[src/rtl/sum_accumulator.sv]
// sum_accumulator: registered accumulation stage behind the 4-bit ripple adder.
// Takes {cout, sum} as a 5-bit operand over a valid/ready handshake and adds
// NUM_SAMPLES operands into an ACC_W-bit total, then flags done and any overflow.
// Optional feature macro: SUM_ACCUMULATOR_SAT_EN (saturate instead of wrap).
//
// Handshake: an operand transfers on a rising edge where in_valid && in_ready.
// in_ready depends only on registered state, so it never waits on in_valid.
// An operand offered while in_ready=0 is neither latched nor remembered.
module sum_accumulator #(
    parameter int ACC_W       = 8,
    parameter int NUM_SAMPLES = 4
) (
    input  logic             clk,
    input  logic             rst_n,
    input  logic             start,
    input  logic             in_valid,
    output logic             in_ready,
    input  logic [3:0]       sum,
    input  logic             cout,
    output logic [ACC_W-1:0] acc_out,
    output logic [3:0]       count,
    output logic             done,
    output logic             ovf
);

    typedef enum logic [1:0] {
        IDLE  = 2'd0,
        ACCUM = 2'd1,
        DONE  = 2'd2
    } state_t;

    localparam logic [3:0] LAST_COUNT = 4'(NUM_SAMPLES - 1);

    state_t           state;
    state_t           state_next;
    logic             start_run;
    logic             xfer;
    logic             last_xfer;
    logic [ACC_W:0]   operand;
    logic [ACC_W:0]   add_full;
    logic [ACC_W-1:0] acc_next;

    // Handshake and datapath decode; the adder is one bit wider to expose the carry
    always_comb begin
        start_run = 1'b0;
        xfer      = 1'b0;
        last_xfer = 1'b0;
        operand   = {{(ACC_W-4){1'b0}}, cout, sum};
        add_full  = {1'b0, acc_out} + operand;
        acc_next  = add_full[ACC_W-1:0];
        if ((state == IDLE || state == DONE) && start) begin
            start_run = 1'b1;
        end
        if (state == ACCUM && in_valid) begin
            xfer      = 1'b1;
            last_xfer = (count == LAST_COUNT);
        end
`ifdef SUM_ACCUMULATOR_SAT_EN
        // Once the total pins at all-ones every nonzero add overflows again,
        // so it stays pinned until the next start clears it.
        if (add_full[ACC_W]) begin
            acc_next = '1;
        end
`endif
    end

    // Next-state logic; start is only honoured outside ACCUM
    always_comb begin
        state_next = state;
        case (state)
            IDLE:    if (start_run) state_next = ACCUM;
            ACCUM:   if (last_xfer) state_next = DONE;
            DONE:    if (start_run) state_next = ACCUM;
            default: state_next = IDLE;
        endcase
    end

    // State register
    always_ff @(posedge clk or negedge rst_n) begin
        if (!rst_n) begin
            state <= IDLE;
        end else begin
            state <= state_next;
        end
    end

    // Accumulator, operand count and sticky overflow
    always_ff @(posedge clk or negedge rst_n) begin
        if (!rst_n) begin
            acc_out <= '0;
            count   <= '0;
            ovf     <= 1'b0;
        end else if (start_run) begin
            acc_out <= '0;
            count   <= '0;
            ovf     <= 1'b0;
        end else if (xfer) begin
            acc_out <= acc_next;
            count   <= count + 4'd1;
            if (add_full[ACC_W]) begin
                ovf <= 1'b1;
            end
        end
    end

    // Status outputs decode straight from the state register
    always_comb begin
        in_ready = (state == ACCUM);
        done     = (state == DONE);
    end

endmodule

[config.mk]
export PLATFORM = sky130hd
export DESIGN_NAME = sum_accumulator
export DESIGN_NICKNAME = d
export VERILOG_FILES = /design/src/rtl/sum_accumulator.sv
export SDC_FILE = /design/constraint.sdc
export NUM_CORES = 1
export LEC_CHECK = 0
export BUFFER_PORTS_ARGS = -buffer_cell sky130_fd_sc_hd__buf_2
export CAP_MARGIN = 10
export CORE_MARGIN = 2
export CORE_UTILIZATION = 36
export DETAILED_ROUTE_END_ITERATION = 16
export GPL_ROUTABILITY_DRIVEN = 1
export GPL_TIMING_DRIVEN = 0
export HOLD_SLACK_MARGIN = 0.06
export SLEW_MARGIN = 20
export SYNTH_ARGS = -nofsm -noshare
export SYNTH_HDL_FRONTEND = slang
export SYNTH_SLANG_ARGS = --single-unit
[constraint.sdc]
create_clock -name clk -period 2.19 [get_ports clk]
set_clock_uncertainty 0.1 [all_clocks]
set_input_delay 0 -clock clk [delete_from_list [all_inputs] [get_ports clk]]
set_output_delay 0 -clock clk [all_outputs]
set_load 0.02 [all_outputs]
==> results of run 1 <==
## cell usage in the layout, fill, tap and decap left out
cell type / Yosys / routed
clkbuf_1: 0 / 1
dlygate4sd3_1: 0 / 5
nand3_1: 7 / 7
a31o_1: 1 / 1
a211oi_1: 1 / 1
o21ai_2: 1 / 1
o31a_1: 1 / 1
buf_6: 1 / 1
a21oi_1: 3 / 3
a32o_1: 1 / 1
and2b_1: 2 / 2
nor2b_1: 1 / 1
nand4_1: 1 / 1
o21a_1: 1 / 1
o211ai_2: 1 / 1
xnor2_1: 1 / 1
nor2_1: 6 / 6
nand2b_1: 1 / 1
inv_1: 6 / 6
dfrtp_1: 15 / 15
and3_4: 1 / 1
and3b_1: 1 / 1
o21bai_1: 1 / 1
fa_1: 1 / 1
mux2i_1: 3 / 3
o21ai_0: 8 / 8
clkbuf_4: 0 / 3
xor2_1: 3 / 3
nand2_1: 12 / 12
buf_2: 1 / 24
o211ai_1: 1 / 1
ha_1: 6 / 6
## worst min-delay path by stage
stage / to / slack, ps
after global routing: acc_out[1] / 110
after global placement: acc_out[1] / -170
after floorplan: acc_out[0] / -400
after CTS: acc_out[1] / 70
after detailed placement: acc_out[1] / -160
final: acc_out[1] / 90
## through the flow
step	instances	utilization (%)	power, W	area [um2]
after CTS	149	48.9	0.00134	1090
after global placement	140	45.4	0.00114	1010
after detailed placement	140	45.4	0.00117	1010
final	149	48.9	0.00132	1090
after global routing	149	48.9	0.00146	1090
after floorplan	89	-	0.000960	865
## registers in the layout, indices dropped and copies added, names as in the netlist
name	count
acc_out	8
state	2
ovf	1
count	4
## report_power, final
part / leakage, nW / switching (W) / internal (W)
clock: 0.0150 / 0.0000878 / 0.0000705
sequential: 0.193 / 0.0000961 / 0.000376
combinational: 0.358 / 0.000415 / 0.000277
total: 0.567 / 0.000599 / 0.000723
## cell usage after synthesis (all sizes together), types with 2 or more instances
library cell	count	share of area [%]
nand3	7	4.1
o211ai	2	2.3
nor2	6	2.6
dfrtp	15	43
and2b	2	1.7
a21oi	3	1.7
nand2	12	5.2
inv	6	2.6
o21ai	9	5.6
ha	6	8.7
buf	2	1.9
mux2i	3	3.5
xor2	3	3.0
## logic make-up (layout without fill, tap and decap cells)
kind of cell	Yosys count	in the layout	share of synthesized area, %
DFF	15	15	43.4
muxes	3	3	3.47
AOI/OAI and AO/OA	20	20	15.5
adders and majority gates	7	7	11.0
buffers and inverters	8	40	4.49
and+or+nand+nor	32	32	18.1
xor gates and xnor gates	4	4	4.05
## layer usage
metal | wire length, um | vias to the layer above
li1 | - | 372
met1 | 879 | 349
met2 | 928 | 20
met3 | 92 | 2
met4 | 17 | 0
met5 | 0 | -
## cell type report
cell class | instances | area, um2
Buffer | 2 | 16.3
Clock buffer | 4 | 26.3
Fill cell | 226 | 1140
Inverter | 6 | 22.5
Multi-Input combinational cell | 66 | 450
Sequential cell | 15 | 375
Tap cell | 28 | 35.0
Timing Repair Buffer | 28 | 165
## critical path, stage by stage, from the launching register on
cell	delay (ps)
dfrtp_1	380
ha_1	170
inv_1	50
fa_1	390
nor2b_1	160
o31a_1	210
a211oi_1	70
a31o_1	190
==> metrics.yaml, run 1 <==
synthesis.area_um2: 865
post_cts_resize_count: 0
hold_viol_final: 0
first_global_vias: 731
worstMarginPinSlew_ps: 721
worst_setup_path_start_kind: "register"
cts_num_sinks: 15
postSynth.asyncResetShare_pct: 100
reg2reg_from: "acc_out[0]"
fin_crit_sh_pct: 82.7
fmax_ghz: 0.552
dp_hpwl_mm: 1.38
gp_congestion: 0.757
antenna_found_initial: 0
clk_latency_ps: 280
dieWidth_um: 53.0
cp-endpoint: "acc_out[4]"
syn_inst: 89
worstPathRequired_ps: 2270
grt_pass1_wl_mm: 3.26
r2r_setup_slack_ps: 380
setup_tns_ps: 0
cts_tree: "built"
synth_edf_count: 0
drc_errors: 0
ir_worst_vdd_mv: 0.631
cts.hold.buffers_added: 5
use_met3_pct: 3.67
cp-end-kind: "register"
drv_slew: 0
wl_per_cell_um: 12.9
final.min_clock_period_ps: 1810
start_util_pct: 38.7
chipHeight_um: 53.0
yosysWarnings: 0
finalWirelength_mm: 1.92
drtAntennaViolNets: 0
setup_violations: 0
hold_class: "in2reg"
drt_iter0_markers: 6
status: "finished, final reports clean"
clk_pin_slew_ps: 90
synth_cell_types: 29
yosysSeqAreaShare_pct: 43.4
grt_busiest_layer: "met2"
track_usage_pct: 16.5
num_vias: 743
antenna_cells: 0
maxCapViolations: 0
port_buffers: 23
via_per_inst: 4.99
preCtsSetupSlack_ps: 391
drive_gt1_share_pct: 25.6
firstDrtPassIters: 4
power.leakage_nw: 0.567
holdPathStages: 4
synth_fp_nets: 105
critPathArrivalTime_ps: 1890
synth.avg_cell_area_um2: 9.71
rsz0062_at_grt: "false"
powerDensity_mw_per_mm2: 1210
synth_ff_type: "dfrtp_1"
reg2reg_to: "acc_out[4]"
r2r_cells: 7
gr-usage-met2_pct: 27.9
cp_max_fo: 3
die_area_mm2: 0.00281
crit_path_start: "acc_out[0]"
finalNetCount: 138
ios: 24
use_met1_pct: 19.8
holdWs_ps: 92.5
post_cts_buffers: 0
h-tree-depth: 1
synthToLayoutAreaGrowth_pct: 26.2
synth_seq_cells: 15
coreArea_mm2: 0.00223
core.rowCount: 17
setup_slack_ps: 379
criticalPathCategory: "reg2reg"
numCtsBuffers: 3
hp-start: "sum[1]"
root_buffer: "clkbuf_4"
relSlewSlack_pct: 51.8
cts.path.max_buffers: 2
globalRoute.totalOverflow: 0
grt_start_max_net_pins: 16
Note: power is estimated with default switching activity, not from simulation.
==> run 2, diff against run 1 <==
Clock period 2.19 ns to 1.8 ns, I/O delays scaled along.
==> metrics.yaml, run 2 (same netlist as run 1, synthesis figures left out) <==
status: "finished, final reports clean"
cp-end-kind: "register"
ir_worst_vdd_mv: 0.707  # +12%
dieWidth_um: 53.0  # unchanged
port_buffers: 23  # unchanged
setup_violations: 0  # unchanged
holdPathStages: 4  # unchanged
power.leakage_nw: 0.575  # +1.4%
critPathArrivalTime_ps: 1830  # -60 ps
r2r_cells: 7  # unchanged
wl_per_cell_um: 12.0  # -6.7%
grt_pass1_wl_mm: 3.04  # -6.6%
antenna_found_initial: 0  # unchanged
powerDensity_mw_per_mm2: 1470  # +21%
core.rowCount: 17  # unchanged
criticalPathCategory: "reg2reg"
dp_hpwl_mm: 1.33  # -4.0%
drv_slew: 0  # unchanged
p_comb_share_pct: 53.4  # +1.1 points
cts.path.max_buffers: 2  # unchanged
finalNetCount: 140  # +1.4%
fmax_ghz: 0.571  # +3.4%
firstDrtPassIters: 3  # -1
cp_max_fo: 3  # unchanged
hold_viol_final: 0  # unchanged
finalWirelength_mm: 1.81  # -5.5%
globalRoute.totalOverflow: 0  # unchanged
fillers: 230  # +1.8%
grt_start_max_net_pins: 16  # unchanged
largest_reg_flops: 8  # unchanged
start_util_pct: 38.7  # unchanged
root_buffer: "clkbuf_4"
die_area_mm2: 0.00281  # unchanged
via_per_inst: 4.90  # -1.7%
regMostFlops: "acc_out"
chipHeight_um: 53.0  # unchanged
preCtsSetupSlack_ps: -3.15  # -395 ps
num_vias: 740  # -0.40%
seqPwrFrac_pct: 34.8  # -0.9 points
reg_top3: "acc_out: 8 flops, count: 4 flops, state: 2 flops"
p_int_w: 0.000927  # +28%
synthToLayoutAreaGrowth_pct: 31.5
first_global_vias: 684  # -6.4%
ios: 24  # unchanged
final_common_cell: "buf_2"
drt_iter0_markers: 5  # -1
clk_pin_slew_ps: 100  # about the same
rsz0062_at_grt: "true"
worst_setup_path_start_kind: "register"
final_core_util_pct: 50.9  # +2.1 points
sw_frac_of_total_pct: 44.4  # -0.94 points
cts_tree: "built"
drc_errors: 0  # unchanged
numCtsBuffers: 3  # unchanged
antenna_cells: 0  # unchanged
gp_congestion: 0.746  # -1.5%
final.min_clock_period_ps: 1750  # -59.4 ps
final_cells: 151  # +1.3%
relSlewSlack_pct: 51.2  # -0.59 points
fin_crit_sh_pct: 97.3  # +15 points
worstMarginPinSlew_ps: 730  # +8.87 ps
hold_class: "in2reg"
drive_gt1_share_pct: 31.7  # +6.1 points
h-tree-depth: 1  # unchanged
track_usage_pct: 15.0  # -1.5 points
coreArea_mm2: 0.00223  # unchanged
dp_cells: 140  # unchanged
worstPathRequired_ps: 1870  # -400 ps
clk_latency_ps: 280  # about the same
setup_tns_ps: 0  # unchanged
maxCapViolations: 0  # unchanged
p_sw_w: 0.000739  # +23%
setup_slack_ps: 48.8  # -331 ps
layout_common_cells: "buf_2 (24), dfrtp_1 (14), nand2_1 (12)"
clkPwrFrac_pct: 11.9  # about the same
drtAntennaViolNets: 0  # unchanged
cts_num_sinks: 15  # unchanged
==> run 2: layout make-up <==
type	instances	area, um2	share of cell area (%)
clock buffer	4	26.3	2.31
buffer	2	16.3	1.43
multi-input combinational	66	480	42.2
inverter	6	22.5	1.98
timing repair buffer	30	180	15.8
sequential	15	377	33.1
tap	28	35.0	3.08
==> run 2: critical path, stage by stage (launching register included) <==
cell and delay, ps:
dfrtp_2 430, ha_4 160, inv_2 50, fa_2 210
nor2b_2 50, o31a_1 330, o211ai_1 230, a21oi_1 90
==> run 2: stage by stage <==
stage          power (W)  area [um2]  hold slack (ps)
2_1_floorplan    0.00117         866             -396
3_3_place_gp     0.00139        1020             -174
3_5_place_dp     0.00141        1020             -165
4_1_cts          0.00163        1090              117
5_1_grt          0.00182        1140              138
6_report         0.00167        1140             89.4
==> run 2: what timing repair did <==
| item | in CTS | in global routing |
|---|---|---|
| hold buffers | 5 | 0 |
| resized for setup | 1 | 5 |
| setup buffers | 0 | 2 |
| endpoints found under the setup margin | 2 | 3 |
| pin swaps | 0 | 4 |
| endpoints found under the hold margin | 22 | 0 |
==> run 2: power by group through the flow <==
stage / clock, W / combinational (W) / sequential, W
detailed placement: 0 / 0.000838 / 0.000577
global placement: 0 / 0.000820 / 0.000574
finish: 0.000198 / 0.000890 / 0.000579
global route: 0.000216 / 0.00101 / 0.000601
floorplan: 0 / 0.000478 / 0.000692
CTS: 0.000207 / 0.000849 / 0.000574
==> run 2: path summary, 6_finish.rpt <==
path                                 start          to  slack, ps
worst max-delay path            acc_out[0]         ovf         50
worst min-delay path                sum[2]  acc_out[2]         90
worst max register to register  acc_out[0]         ovf         50
worst min register to register  acc_out[6]  acc_out[6]        410
max in group asynchronous            rst_n  acc_out[0]        350
min in group asynchronous            rst_n  acc_out[3]        730
==> run 2: layer usage <==
metal	wire length, um	up-vias	track usage (%)
met5	0	-	0
met4	10	0	6.41
met3	85	2	2.54
met2	821	16	23.3
met1	895	343	20.4
li1	-	379	-
